File: src/rtl/hcsr04_pkg.sv
// ---------------------------------------------------------------------------
// hcsr04_pkg: shared state codes, default parameters and helpers. rev 1.0
// ---------------------------------------------------------------------------
`default_nettype none

package hcsr04_pkg;

  localparam int unsigned DEF_N_CH           = 2;
  localparam int unsigned DEF_TRIG_CYCLES    = 500;
  localparam int unsigned DEF_TIMEOUT_CYCLES = 1500000;
  localparam int unsigned DEF_W              = 24;

  // Encodings double as the db_estado debug code.
  typedef enum logic [3:0] {
    ST_INICIAL       = 4'b0000,
    ST_PREPARACAO    = 4'b0001,
    ST_ENVIA_TRIGGER = 4'b0010,
    ST_ESPERA_ECHO   = 4'b0011,
    ST_MEDIDA        = 4'b0100,
    ST_ARMAZENAMENTO = 4'b0101,
    ST_PROXIMO       = 4'b0110,
    ST_ERRO_TIMEOUT  = 4'b1110,
    ST_FINAL_MEDIDA  = 4'b1111
  } state_t;

  function automatic int unsigned ch_width(input int unsigned n);
    return (n > 1) ? $clog2(n) : 1;
  endfunction

endpackage

`default_nettype wire

File: src/rtl/hcsr04_scan_ctrl_if.sv
// ---------------------------------------------------------------------------
// hcsr04_scan_ctrl_if: control, echo/trigger and result bundle. rev 1.0
// ---------------------------------------------------------------------------
`default_nettype none

interface hcsr04_scan_ctrl_if #(
  parameter int unsigned N_CH = hcsr04_pkg::DEF_N_CH,
  parameter int unsigned W    = hcsr04_pkg::DEF_W
);
  import hcsr04_pkg::*;

  localparam int unsigned CW = ch_width(N_CH);

  logic            medir;
  logic            continuo;
  logic [N_CH-1:0] echo;
  logic [N_CH-1:0] trigger;
  logic [W-1:0]    largura;
  logic [CW-1:0]   canal;
  logic            timeout;
  logic            pronto;
  logic            ocupado;
  logic [3:0]      db_estado;

  modport master (
    output medir, continuo, echo,
    input  trigger, largura, canal, timeout, pronto, ocupado, db_estado
  );

  modport slave (
    input  medir, continuo, echo,
    output trigger, largura, canal, timeout, pronto, ocupado, db_estado
  );

endinterface

`default_nettype wire

File: src/rtl/hcsr04_scan_fd.sv
// ---------------------------------------------------------------------------
// hcsr04_scan_fd: trigger driver, trigger/timeout/width counters, result regs. rev 1.0
// ---------------------------------------------------------------------------
`default_nettype none

module hcsr04_scan_fd #(
  parameter int unsigned N_CH           = hcsr04_pkg::DEF_N_CH,
  parameter int unsigned TRIG_CYCLES    = hcsr04_pkg::DEF_TRIG_CYCLES,
  parameter int unsigned TIMEOUT_CYCLES = hcsr04_pkg::DEF_TIMEOUT_CYCLES,
  parameter int unsigned W              = hcsr04_pkg::DEF_W
) (
  input  logic                                    clock,
  input  logic                                    reset,
  input  logic                                    clr_i,
  input  logic                                    trig_en_i,
  input  logic                                    trig_next_i,
  input  logic                                    tmo_en_i,
  input  logic                                    wid_en_i,
  input  logic                                    store_ok_i,
  input  logic                                    store_err_i,
  input  logic [hcsr04_pkg::ch_width(N_CH)-1:0]   ch_i,
  input  logic [N_CH-1:0]                         echo_i,
  output logic                                    trig_done_o,
  output logic                                    tmo_hit_o,
  output logic                                    echo_sel_o,
  output logic [N_CH-1:0]                         trigger_o,
  output logic [W-1:0]                            largura_o,
  output logic [hcsr04_pkg::ch_width(N_CH)-1:0]   canal_o,
  output logic                                    timeout_o
);
  import hcsr04_pkg::*;

  localparam int unsigned CW  = ch_width(N_CH);
  localparam int unsigned TCW = $clog2(TRIG_CYCLES + 1);
  localparam int unsigned OCW = $clog2(TIMEOUT_CYCLES + 1);

  logic [TCW-1:0]  trig_cnt_q;
  logic [OCW-1:0]  tmo_cnt_q;
  logic [W-1:0]    wid_cnt_q;
  logic [N_CH-1:0] trigger_q, trigger_d;
  logic [W-1:0]    largura_q;
  logic [CW-1:0]   canal_q;
  logic            timeout_q;

  // Trigger is registered from the FSM's next state so the pin never glitches.
  assign trigger_d = trig_next_i ? (N_CH'(1) << ch_i) : '0;

  always_ff @(posedge clock or posedge reset) begin
    if (reset) begin
      trig_cnt_q <= '0;
      tmo_cnt_q  <= '0;
      wid_cnt_q  <= '0;
      trigger_q  <= '0;
      largura_q  <= '0;
      canal_q    <= '0;
      timeout_q  <= 1'b0;
    end else begin
      trigger_q <= trigger_d;
      if (clr_i) begin
        trig_cnt_q <= '0;
        tmo_cnt_q  <= '0;
        wid_cnt_q  <= '0;
      end else begin
        if (trig_en_i) trig_cnt_q <= trig_cnt_q + TCW'(1);
        if (tmo_en_i)  tmo_cnt_q  <= tmo_cnt_q + OCW'(1);
        if (wid_en_i && (wid_cnt_q != '1)) wid_cnt_q <= wid_cnt_q + W'(1);
      end
      if (store_ok_i) begin
        largura_q <= wid_cnt_q;
        canal_q   <= ch_i;
        timeout_q <= 1'b0;
      end else if (store_err_i) begin
        largura_q <= '1;
        canal_q   <= ch_i;
        timeout_q <= 1'b1;
      end
    end
  end

  assign trig_done_o = (trig_cnt_q == TCW'(TRIG_CYCLES - 1));
  assign tmo_hit_o   = (tmo_cnt_q == OCW'(TIMEOUT_CYCLES - 1));
  assign echo_sel_o  = echo_i[ch_i];
  assign trigger_o   = trigger_q;
  assign largura_o   = largura_q;
  assign canal_o     = canal_q;
  assign timeout_o   = timeout_q;

endmodule

`default_nettype wire

File: src/rtl/hcsr04_scan_ctrl.sv
// ---------------------------------------------------------------------------
// hcsr04_scan_ctrl: sequential HC-SR04 multi-channel scan FSM. rev 1.0
// ---------------------------------------------------------------------------
`default_nettype none

module hcsr04_scan_ctrl #(
  parameter int unsigned N_CH           = hcsr04_pkg::DEF_N_CH,
  parameter int unsigned TRIG_CYCLES    = hcsr04_pkg::DEF_TRIG_CYCLES,
  parameter int unsigned TIMEOUT_CYCLES = hcsr04_pkg::DEF_TIMEOUT_CYCLES,
  parameter int unsigned W              = hcsr04_pkg::DEF_W
) (
  input  logic               clock,
  input  logic               reset,
  hcsr04_scan_ctrl_if.slave  bus
);
  import hcsr04_pkg::*;

  localparam int unsigned CW = ch_width(N_CH);

  state_t          state_q, state_d;
  logic [CW-1:0]   ch_q, ch_d;

  logic            clr, trig_en, trig_next, tmo_en, wid_en, store_ok, store_err;
  logic            trig_done, tmo_hit, echo_sel;
  logic [N_CH-1:0] trigger_w;
  logic [W-1:0]    largura_w;
  logic [CW-1:0]   canal_w;
  logic            timeout_w;

  always_ff @(posedge clock or posedge reset) begin
    if (reset) begin
      state_q <= ST_INICIAL;
      ch_q    <= '0;
    end else begin
      state_q <= state_d;
      ch_q    <= ch_d;
    end
  end

  always_comb begin
    state_d   = state_q;
    ch_d      = ch_q;
    clr       = 1'b0;
    trig_en   = 1'b0;
    tmo_en    = 1'b0;
    wid_en    = 1'b0;
    store_ok  = 1'b0;
    store_err = 1'b0;
    case (state_q)
      ST_INICIAL: begin
        if (bus.medir) begin
          state_d = ST_PREPARACAO;
          ch_d    = '0;
        end
      end
      ST_PREPARACAO: begin
        clr     = 1'b1;
        state_d = ST_ENVIA_TRIGGER;
      end
      ST_ENVIA_TRIGGER: begin
        trig_en = 1'b1;
        if (trig_done) state_d = ST_ESPERA_ECHO;
      end
      // The echo's rising cycle is counted so width equals high cycles seen.
      ST_ESPERA_ECHO: begin
        tmo_en = 1'b1;
        if (tmo_hit) begin
          state_d = ST_ERRO_TIMEOUT;
        end else if (echo_sel) begin
          wid_en  = 1'b1;
          state_d = ST_MEDIDA;
        end
      end
      ST_MEDIDA: begin
        tmo_en = 1'b1;
        if (!echo_sel) begin
          state_d = ST_ARMAZENAMENTO;
        end else if (tmo_hit) begin
          state_d = ST_ERRO_TIMEOUT;
        end else begin
          wid_en = 1'b1;
        end
      end
      ST_ARMAZENAMENTO: begin
        store_ok = 1'b1;
        state_d  = ST_PROXIMO;
      end
      ST_ERRO_TIMEOUT: begin
        store_err = 1'b1;
        state_d   = ST_PROXIMO;
      end
      ST_PROXIMO: begin
        if (ch_q != CW'(N_CH - 1)) begin
          ch_d    = ch_q + CW'(1);
          state_d = ST_PREPARACAO;
        end else if (bus.continuo) begin
          ch_d    = '0;
          state_d = ST_PREPARACAO;
        end else begin
          state_d = ST_FINAL_MEDIDA;
        end
      end
      ST_FINAL_MEDIDA: state_d = ST_INICIAL;
      default:         state_d = ST_INICIAL;
    endcase
  end

  assign trig_next = (state_d == ST_ENVIA_TRIGGER);

  hcsr04_scan_fd #(
    .N_CH           (N_CH),
    .TRIG_CYCLES    (TRIG_CYCLES),
    .TIMEOUT_CYCLES (TIMEOUT_CYCLES),
    .W              (W)
  ) u_fd (
    .clock       (clock),
    .reset       (reset),
    .clr_i       (clr),
    .trig_en_i   (trig_en),
    .trig_next_i (trig_next),
    .tmo_en_i    (tmo_en),
    .wid_en_i    (wid_en),
    .store_ok_i  (store_ok),
    .store_err_i (store_err),
    .ch_i        (ch_q),
    .echo_i      (bus.echo),
    .trig_done_o (trig_done),
    .tmo_hit_o   (tmo_hit),
    .echo_sel_o  (echo_sel),
    .trigger_o   (trigger_w),
    .largura_o   (largura_w),
    .canal_o     (canal_w),
    .timeout_o   (timeout_w)
  );

  assign bus.trigger   = trigger_w;
  assign bus.largura   = largura_w;
  assign bus.canal     = canal_w;
  assign bus.timeout   = timeout_w;
  assign bus.pronto    = (state_q == ST_PROXIMO);
  assign bus.ocupado   = (state_q != ST_INICIAL);
  assign bus.db_estado = state_q;

endmodule

`default_nettype wire

File: src/flat_wrapper.sv
// flat-port wrapper written by rule: the top's interface ports become plain ports
module hcsr04_scan_ctrl_flat import hcsr04_pkg::*;
#(
  parameter int unsigned N_CH           = hcsr04_pkg::DEF_N_CH,
  parameter int unsigned TRIG_CYCLES    = hcsr04_pkg::DEF_TRIG_CYCLES,
  parameter int unsigned TIMEOUT_CYCLES = hcsr04_pkg::DEF_TIMEOUT_CYCLES,
  parameter int unsigned W              = hcsr04_pkg::DEF_W
)
  (clock, reset, bus_medir, bus_continuo, bus_echo, bus_trigger, bus_largura, bus_canal, bus_timeout, bus_pronto, bus_ocupado, bus_db_estado);
  hcsr04_scan_ctrl_if #(.N_CH(N_CH), .W(W)) bus_i ();
  input  logic clock;
  input  logic reset;
  input wire logic [$bits(bus_i.medir)-1:0] bus_medir;
  input wire logic [$bits(bus_i.continuo)-1:0] bus_continuo;
  input wire logic [$bits(bus_i.echo)-1:0] bus_echo;
  output wire logic [$bits(bus_i.trigger)-1:0] bus_trigger;
  output wire logic [$bits(bus_i.largura)-1:0] bus_largura;
  output wire logic [$bits(bus_i.canal)-1:0] bus_canal;
  output wire logic [$bits(bus_i.timeout)-1:0] bus_timeout;
  output wire logic [$bits(bus_i.pronto)-1:0] bus_pronto;
  output wire logic [$bits(bus_i.ocupado)-1:0] bus_ocupado;
  output wire logic [$bits(bus_i.db_estado)-1:0] bus_db_estado;
  assign bus_i.medir = bus_medir;
  assign bus_i.continuo = bus_continuo;
  assign bus_i.echo = bus_echo;
  assign bus_trigger = bus_i.trigger;
  assign bus_largura = bus_i.largura;
  assign bus_canal = bus_i.canal;
  assign bus_timeout = bus_i.timeout;
  assign bus_pronto = bus_i.pronto;
  assign bus_ocupado = bus_i.ocupado;
  assign bus_db_estado = bus_i.db_estado;
  hcsr04_scan_ctrl #(.N_CH(N_CH), .TRIG_CYCLES(TRIG_CYCLES), .TIMEOUT_CYCLES(TIMEOUT_CYCLES), .W(W)) u_core (.clock(clock), .reset(reset), .bus(bus_i));
endmodule
File: config.mk
export PLATFORM = sky130hd
export DESIGN_NAME = hcsr04_scan_ctrl_flat
export DESIGN_NICKNAME = d
export VERILOG_FILES = /design/src/rtl/hcsr04_pkg.sv /design/src/rtl/hcsr04_scan_ctrl_if.sv /design/src/rtl/hcsr04_scan_fd.sv /design/src/rtl/hcsr04_scan_ctrl.sv /design/src/flat_wrapper.sv
export SDC_FILE = /design/constraint.sdc
export NUM_CORES = 1
export LEC_CHECK = 0
export ABC_AREA = 1
export BUFFER_PORTS_ARGS = -buffer_cell sky130_fd_sc_hd__buf_4
export CAP_MARGIN = 20
export CORE_AREA = 2 2 92 94
export DETAILED_ROUTE_END_ITERATION = 16
export DIE_AREA = 0 0 94 96
export PLACE_DENSITY = 0.79
export SYNTH_ARGS = -nofsm -noshare
export SYNTH_HDL_FRONTEND = slang
export SYNTH_HIERARCHICAL = 1
export SYNTH_SLANG_ARGS = --single-unit
File: constraint.sdc
create_clock -name clock -period 2.9 [get_ports clock]
set_clock_uncertainty 0.05 [all_clocks]
set_input_delay 0.145 -clock clock [delete_from_list [all_inputs] [get_ports clock]]
set_output_delay 0.145 -clock clock [all_outputs]
set_load 0.005 [all_outputs]
== Yosys cells after proc, flatten, opt, wreduce, memory -nomap -nowiden ==
Index checks and enable logic that the tools add are counted.
Word-level totals
  output and inout port bits: 34
  flip-flop bits (word level): 87
Cells by class
  eq/ne operators: 12
  order comparisons: 1
  add/sub/neg operators: 4
  muxes and demuxes: 38
  reductions and logical operators: 11
  shift operators: 1
Operator list (count)
  two-way mux 24 bit: 4
  two-way mux 21 bit: 2
  two-way mux 4 bit: 8
  one-hot mux 4 bit (7 select lines): 1
  adder 24 x 1 -> 24 bit, second input constant: 1
  inequality test 24 bit, second input constant: 1
  adder 21 x 1 -> 21 bit, second input constant: 1
  == test 21 bit, second input constant: 1
  two-way mux 1 bit: 18
  two-way mux 9 bit: 2
  == test 4 x 2 -> 1 bit, second input constant: 3
  == test 4 x 3 -> 1 bit, second input constant: 3
  nonzero test 2 bit: 5
  adder 9 x 1 -> 9 bit, second input constant: 1
  == test 9 bit, second input constant: 1
  == test 4 x 1 -> 1 bit, second input constant: 1
  == test 4 bit, second input constant: 1
  zero test 4 bit: 1
  one-hot mux 1 bit (2 select lines): 2
  nonzero test 4 bit: 1
  OR reduction 2 bit: 2
  < comparator 1 x 2 -> 1 bit, second input constant: 1
  two-way mux 2 bit: 1
  inequality test 2 bit, second input constant: 1
  other kinds (4): 4

== Logic depth before layout (Yosys ltp) ==
  depth in word-level cells: 8
  gate-level depth with buffers: 14

== Hierarchy ==
The synthesis kept the hierarchy.
Modules (own cells, without submodules)
  hcsr04_scan_fd: cells an instance 567, sequential area each 2052.0 µm², area each 4262.8 µm², instances 1
  hcsr04_scan_ctrl: cells an instance 70, sequential area each 125.1 µm², area each 432.9 µm², instances 1

== Worst setup path before layout ==
Ideal clock, no wire load.
  path kind: register -> register
  from: register u_core.state_q[3] (netlist: u_core/bus.db_estado[3])
  to: register u_core.u_fd.wid_cnt_q[3]
  path buffers: 1
  path slack: 0.906 ns
  cell stages (with the launch flop): 8
  arrival: 1.826 ns
  cell sequence: dfrtp_1 -> nor2_2 -> inv_2 -> nor3_1 -> clkinv_1 -> clkbuf_1 -> nand3_1 -> nand2_1
Between the ends
  elaborated cells between the ends (all ways): 8
  those cells by class: eq/ne (3); mux (3); reduce/logical (2)
RTL lines
  start: declaration: RTL line hcsr04_scan_ctrl.sv:20  | state_t state_q, state_d;
  start signal: assignment: RTL line hcsr04_scan_ctrl.sv:35  | state_q <= state_d;
  == test 4 x 1 -> 1 bit *: RTL line hcsr04_scan_ctrl.sv:49  | case (state_q)
  two-way mux 1 bit *: RTL line hcsr04_scan_ctrl.sv:49
  via u_core.clr: RTL line hcsr04_scan_ctrl.sv:23  | logic clr, trig_en, trig_next, tmo_en, wid_en, store_ok, store_err;
  two-way mux 24 bit / nonzero test 2 bit (equally long branches)
  end signal: assignment: RTL line hcsr04_scan_fd.sv:66  | if (wid_en_i && (wid_cnt_q != '1)) wid_cnt_q <= wid_cnt_q + W'(1);
  end: declaration: RTL line hcsr04_scan_fd.sv:39  | logic [W-1:0] wid_cnt_q;
The timed path passes the listed nets; every way through them passes the cells marked *.
A chain may end at the register's enable or synchronous reset.

== Worst setup path after layout ==
  from: register u_core.state_q[3] (netlist: u_core/bus.db_estado[3])
  to: register u_core.u_fd.wid_cnt_q[5]
Between the ends
  longest elaborated chain between the ends: 4
  elaborated cells between the ends (all ways): 8
  those cells by class: eq/ne (3); mux (3); reduce/logical (2)
Ends and longest elaborated chain (RTL line)
  == test 4 x 3 -> 1 bit / == test 4 x 2 -> 1 bit (equally long branches): hcsr04_scan_ctrl.sv:49
  one-hot mux 1 bit (2 select lines) *: hcsr04_scan_ctrl.sv:49
  via u_core.wid_en: hcsr04_scan_ctrl.sv:23
  logical AND 1 bit *: hcsr04_scan_fd.sv:66
  nonzero test 2 bit (no line) *
Marked as above.

==> flow_summary.json <==
{
  "ios": 40,
  "synthSimpleGateAreaFrac_pct": 34.00,
  "yosys-mux-area-fraction_pct": 0,
  "grtUsageTotal_pct": 24.61,
  "slew_headroom_pct": 37.43,
  "portBuffers": 39,
  "final_util_pct": 65.83,
  "end_kind": "register",
  "timing.fmax_mhz": 406.0,
  "path_class": "reg2reg",
  "status": "completed",
  "synth_cells": 637,
  "finalSetupViolCount": 0,
  "syn-cell-area_mm2": 0.004696,
  "drv_cap": 0,
  "firstDrtPassIters": 5,
  "final_cell_mix": "nand2_1, dfrtp_1, nor2_1, inv_1, nand3_1",
  "die_area_mm2": 0.009024,
  "synth_cell_types": 31,
  "hpwlAfterDp_um": 7608,
  "grt_pass1_vias": 3838,
  "num_rows": 33,
  "wl_um": 10390,
  "tightest_slew_ns": 0.9385,
  "die_y_um": 96,
  "slowest_stage": "a21oi_1",
  "post-cts-setup-buffer-count": 0,
  "synth_compound_area_share_pct": 9.113,
  "coreArea_mm2": 0.008051,
  "grt_pass1_wl_um": 17480,
  "via_per_inst": 5.346,
  "cp.required_ns": 3.15,
  "hold_viol": 0,
  "startpoint_type": "register",
  "start_util_pct": 58.32,
  "post_drt_wl_per_cell_um": 13.15,
  "yosys_warnings": 6,
  "detail-route-antenna-nets": 0,
  "grt_setup_unrepaired": "no",
  "die_w_um": 94,
  "grt_max_degree": 44,
  "clock_tree.buffer_depth": 2,
  "cts_tree": "built",
  "fin_tns_setup_ns": 0,
  "grt_antenna_before_repair": 0,
  "vias": 4223,
  "final_cells": 790,
  "p_leak_nw": 2.569,
  "finalCriticalPeriod_ns": 2.463,
  "area_growth_pct": 12.87,
  "ir_drop_mv": 0.4560,
  "n_antenna_cell": 0,
  "powerDensity_mw_per_mm2": 695.7,
  "avgSynthCellArea_um2": 7.372,
  "overflow": 0,
  "cts_resized": 0,
  "synth_nets": 646,
  "synth-xor-area-share_pct": 1.492,
  "place_congestion": 0.8919,
  "fin_crit_sh_pct": 84.93,
  "ys_ff_latch": 87,
  "max_stage_delay_ns": 0.73,
  "maxSlewViolCount": 0,
  "drt-initial-drc-count": 239,
  "pre_cts_ws_ns": 0.4325,
  "holdWs_ns": 0.1512,
  "placement.cell_area_mm2": 0.005095,
  "cts_hold_buf": 2,
  "clk_latency_ns": 0.36,
  "cts.sinks": 87,
  "synthAdderAreaFrac_pct": 0.7994,
  "power.total_mw": 3.687,
  "worstPathArrival_ns": 2.71,
  "fin_nets": 689,
  "clkSlewWorstSetupHoldPaths_ns": 0.09,
  "post-place-cells": 772,
  "clockRootBuffer": "clkbuf_8",
  "layout_commonest_cell": "nand2_1",
  "hp-class": "in2reg",
  "finalWorstSetupSlack_ns": 0.4372,
  "crit_path_max_fanout": 12,
  "fin_area_mm2": 0.005300,
  "cts.htree.levels": 3,
  "yosysSeqAreaShare_pct": 46.36,
  "crit_path_cell_trace": "nor2_2 -> inv_2 -> nor2_2 -> inv_1 -> a21oi_1 -> inv_1 -> a21oi_1 -> nand3_1 -> nand2_1",
  "drc": 0,
  "synth_top_family_by_area": "simple AND/OR/NAND/NOR gates",
  "cts_inserted_buffers": 9,
  "drive_above_1_share_pct": 13.43
}
==> worst max-delay path, delay by kind of cell (launching register included) <==
kind                   cells  cell delay (ns)
buffers and inverters      3             0.22
AOI/OAI and AO/OA          2             1.04
DFF                        1             0.46
and+or+nand+nor            4             0.63
==> path summary, 6_finish.rpt <==
check / startpoint / to / slack [ns] / cells after the start
worst max-delay path: u_core/bus.db_estado[3] / u_core/u_fd/wid_cnt_q[5] / 0.44 / 9
worst min-delay path: bus_medir / u_core/ch_q / 0.15 / 4
worst max register to register: u_core/bus.db_estado[3] / u_core/u_fd/wid_cnt_q[5] / 0.44 / 9
worst min register to register: u_core/u_fd/tmo_cnt_q[9] / u_core/u_fd/tmo_cnt_q[9] / 0.44 / 1
max in group asynchronous: reset / u_core/u_fd/tmo_cnt_q[3] / 1.65 / 4
min in group asynchronous: reset / u_core/ch_q / 0.21 / 3
==> synth_stat cells, drive strengths merged <==
library cell,number,area share [%]
nand2,154,13
nor2,96,8.8
dfrtp,87,46
inv,81,6.5
nand3,52,5.6
a21oi,45,4.8
o21ai,35,3.7
nor3,34,3.7
clkbuf,10,0.80
nand4,10,1.3
nand3b,7,1.1
buf,6,0.88
xor2,6,1.1
ha,3,0.80
a31oi,2,0.27
and3,2,0.27
nor4,2,0.27
xnor2,2,0.37
a211oi,1,0.16
clkinv,1,0.080
o21a,1,0.16
==> state kept, by name, summed over array words and instances (netlist names) <==
| name | count |
|---|---|
| u_core/u_fd/largura_o | 24 |
| u_core/ch_q | 1 |
| u_core/u_fd/trigger_o | 2 |
| u_core/u_fd/wid_cnt_q | 24 |
| u_core/u_fd/tmo_cnt_q | 21 |
| u_core/u_fd/trig_cnt_q | 9 |
| u_core/u_fd/canal_o | 1 |
| u_core/u_fd/timeout_o | 1 |
| u_core/bus.db_estado | 4 |
==> layout make-up <==
type,instances,area (um^2)
fill,711,2751
sequential,87,2177
multi-input combinational,452,2132
timing repair buffer,48,365.4
inverter,82,309.0
clock buffer,12,155.1
tap,105,131.4
clock inverter,4,30.03
==> per-layer routing <==
layer	routed length, um	share of wire, %	global-route usage, %	vias up
li1	-	-	-	2123
met1	4616	44	31.61	1981
met2	5155	50	42.20	102
met3	433	4.2	3.759	17
met4	182	1.8	9.541	0
met5	0	0	0	-
==> where the power goes <==
part	internal (mW)	switching (mW)	leakage (nW)
sequential	1.48	0.198	1.16
clock	0.360	0.436	0.0926
combinational	0.537	0.675	1.32
==> kinds of logic after synthesis <==
| group | Yosys count |
|---|---|
| XOR/XNOR | 8 |
| AND/OR/NAND/NOR | 357 |
| adder cells (fa/ha/maj) | 3 |
| AO/OA/AOI/OAI | 84 |
| buffers and inverters | 98 |
| flip-flops | 87 |
No activity file was read; power rests on OpenSTA's default activity.
